### src/rtl/udp_sat_counter.sv
// Event counter that sticks at all-ones instead of wrapping; clr wins over inc.
module udp_sat_counter #(
    parameter int CNT_W = 16
) (
    input  logic             clk,
    input  logic             reset_n,
    input  logic             inc,
    input  logic             clr,
    output logic [CNT_W-1:0] count
);

    always_ff @(posedge clk or negedge reset_n) begin
        if (!reset_n) begin
            count <= '0;
        end else if (clr) begin
            count <= '0;
        end else if (inc && count != '1) begin
            count <= count + 1'b1;
        end
    end

endmodule

### config.mk
export PLATFORM = sky130hd
export DESIGN_NAME = udp_sat_counter
export DESIGN_NICKNAME = d
export VERILOG_FILES = /design/src/rtl/udp_sat_counter.sv
export SDC_FILE = /design/constraint.sdc
export NUM_CORES = 1
export LEC_CHECK = 0
export BUFFER_PORTS_ARGS = -buffer_cell sky130_fd_sc_hd__buf_2
export CORE_MARGIN = 10
export CORE_UTILIZATION = 47
export CTS_BUF_LIST = sky130_fd_sc_hd__clkbuf_8 sky130_fd_sc_hd__clkbuf_16
export DETAILED_ROUTE_END_ITERATION = 10
export HOLD_SLACK_MARGIN = 0.03
export PLACE_DENSITY = 0.69
export SLEW_MARGIN = 5
export SYNTH_ARGS = -nofsm -noshare
export SYNTH_HDL_FRONTEND = slang
export SYNTH_SLANG_ARGS = --single-unit
### constraint.sdc
create_clock -name clk -period 1.9 [get_ports clk]
set_clock_uncertainty 0.1 [all_clocks]
set_input_delay 0.19 -clock clk [delete_from_list [all_inputs] [get_ports clk]]
set_output_delay 0.19 -clock clk [all_outputs]
set_load 0.03 [all_outputs]
==> impl_metrics.py <==
metrics = {
    "synth": {
        "synth_seq_cells": 16,
        "synth_area_leaders": "dfrtp_1, a21oi_1, o31ai_1, mux2_1, nand4_1",
        "syn_area_per_cell_sq_um": 9.61,
        "yosysWarnings": 0,
        "synth_cell_types": 28,
        "synth_nets": 103,
        "yosysSeqAreaShare": 0.425,
        "synth_area_leader_cell": "dfrtp_1",
        "synth_top_area_share": 0.425,
        "synthCells": 98,
        "netlist_area_sq_um": 942,
    },
    "setup_path": {
        "worst-path-max-fanout": 6,
        "reg2reg_slack_ns": 0.03,
        "cp.required_ns": 1.91,
        "rr_worst_depth": 7,
        "startpoint": "count[1]$_DFFE_PN0P_",
        "crit_type": "reg2reg",
        "start_kind": "flop",
        "rr_endpoint": "count[0]$_DFFE_PN0P_",
        "arrival_ns": 1.88,
        "r2r-start": "count[1]$_DFFE_PN0P_",
        "end_kind": "flop",
    },
    "global_route": {
        "grt.total_usage": 0.130,
        "grt_pass1_wl_mm": 4.49,
        "grt_max_degree": 21,
        "antenna_found_initial": 0,
        "grt.overflow.total": 0,
        "grt_pass1_vias": 986,
    },
    "cells_and_area": {
        "diodes": 0,
        "final_cell_mix": "buf_4, buf_2, dfrtp_1, o31ai_1, a21oi_1",
        "post-route-util": 0.692,
        "layout_commonest_cell": "buf_4",
        "fin_nets": 145,
        "regMostFlops": "count",
        "reg_top3": "count (16)",
        "layout-drive-gt1-share": 0.460,
        "area_delta_synth_final_pct": 42.6,
        "largest_reg_flops": 16,
        "instances_no_fill": 166,
    },
    "timing": {
        "tns_ns": 0,
        "relSlewSlack": 0.676,
        "grt_setup_unrepaired": "yes",
        "drv_slew": 0,
        "hold_viol_final": 0,
        "fmax_ghz": 0.534,
        "setup_violations": 0,
        "finalWorstSetupSlack_ns": 0.0271,
        "worstMarginPinSlew_ns": 0.486,
        "period_needed_ns": 1.87,
        "finalCritPeriodShare": 0.986,
    },
    "floorplanning": {
        "die_h_um": 64.8,
        "dieWidth_um": 64.8,
        "initial_core_util": 0.485,
        "dieArea_sq_mm": 0.00420,
        "num_io_pins": 20,
        "core.rowCount": 16,
        "core_region_area_sq_mm": 0.00194,
    },
    "drt": {
        "drc_errors": 0,
        "viasPerCell": 5.92,
        "wl_per_cell_um": 16.8,
        "route.vias.total": 983,
        "drtAntennaViolNets": 0,
        "first_iter_violations": 57,
        "drt_wl_total_mm": 2.79,
        "drtPass1Iterations": 4,
    },
    "clock_network": {
        "clock_latency_ns": 0.25,
        "clkTransAtPathRegs_ns": 0.06,
        "cts_sinks": 16,
        "max-clock-path-buffers": 2,
        "cts_tree": "done",
        "numCtsBuffers": 3,
        "root_buffer": "clkbuf_8",
        "cts_max_level": 1,
    },
    "placed_design": {
        "io_buffers": 19,
        "post-dp-hpwl_mm": 1.94,
        "pre_cts_ws_ns": -0.0383,
        "gp_congestion": 0.831,
        "dp_cells": 159,
    },
    "run": {
        "drv_cap": 0,
    },
    "worst_hold_path": {
        "min_to": "count[1]$_DFFE_PN0P_",
        "worstHoldPathType": "in2reg",
        "hold_start": "inc",
        "whs_path_depth": 3,
    },
    "pwr": {
        "p_per_area_mw_per_mm2": 529,
        "cellLeakagePower_uw": 0.000614,
        "ir_drop_mv": 0.570,
        "power_uw": 710,
    },
    "run_status": {
        "outcome": "finished clean",
    },
}
==> worst max path at each step <==
| stage | end | cells past startpoint |
|---|---|---|
| 2_1_floorplan | count[15]$_DFFE_PN0P_ | 4 |
| 4_1_cts | count[3]$_DFFE_PN0P_ | 6 |
| 3_3_place_gp | count[3]$_DFFE_PN0P_ | 6 |
| 6_report | count[0]$_DFFE_PN0P_ | 7 |
| 5_1_grt | count[1]$_DFFE_PN0P_ | 7 |
| 3_5_place_dp | count[3]$_DFFE_PN0P_ | 6 |
==> cell usage after synthesis <==
master and instances:
dfrtp_1 16, a21oi_1 11, o31ai_1 7, nand2_1 6
nand4_1 6, or4_1 5, clkbuf_1 4, mux2_1 4
nor2_1 4, nor2b_1 4, nor4_1 4, inv_1 3
nand3_1 3, o21ai_1 3, and3_1 2, and4_2 2
or3_1 2, or4_2 2, a211oi_2 1, buf_6 1
ha_1 1, nand3b_1 1, nand4_2 1, nor3_1 1
nor4_4 1, o211ai_2 1, o21ai_0 1, or3_2 1
==> cells by family (layout without fill, tap and decap cells) <==
group,Yosys count,after routing,synth area share
compound gates,24,24,0.162
fa+ha+maj,1,1,0.0133
buf+inv,8,49,0.0398
flops,16,16,0.425
mux,4,4,0.0478
simple gates,45,45,0.312
==> worst max-delay path, stage by stage (launching register included) <==
cell and delay, ns:
dfrtp_2 0.39, ha_4 0.16, nand4_4 0.10, nor4_4 0.44, buf_4 0.23, buf_6 0.12
or3_1 0.12, a21oi_2 0.06
==> layout make-up <==
cell class	count	area, sq um
repair buffers	42	278
multi-input cells	74	563
inverters	3	11.3
clock buffers	4	55.1
fillers	162	598
flip-flops and latches	16	403
well taps	27	33.8
==> routing by layer <==
layer	vias to the layer above	share of wire	routed length (um)	GRT usage
li1	459	-	-	-
met1	495	0.45	1260	0.145
met2	27	0.50	1410	0.232
met3	2	0.039	109	0.0344
met4	0	0.0036	10	0.0481
met5	-	0	0	0
==> repair_timing <==
action                                  in CTS  in global routing
resized for setup                            2                 11
hold endpoints to repair                    16                  0
buffers inserted                             0                  2
endpoints found under the setup margin       1                  8
pin swaps                                    1                  7
hold buffers                                 1                  0
==> metrics by stage <==
step / hold slack, ns / area, sq um
after floorplan: -0.206 / 945
after global placement: 0.0214 / 1200
after detailed placement: 0.0270 / 1200
after CTS: 0.133 / 1270
after global routing: 0.170 / 1340
final: 0.143 / 1340
==> power by group <==
part           internal, uW  switching, uW
logic                  18.7           39.7
clock network           184            121
registers               344           3.60
No activity file was read; power rests on OpenSTA's default activity.
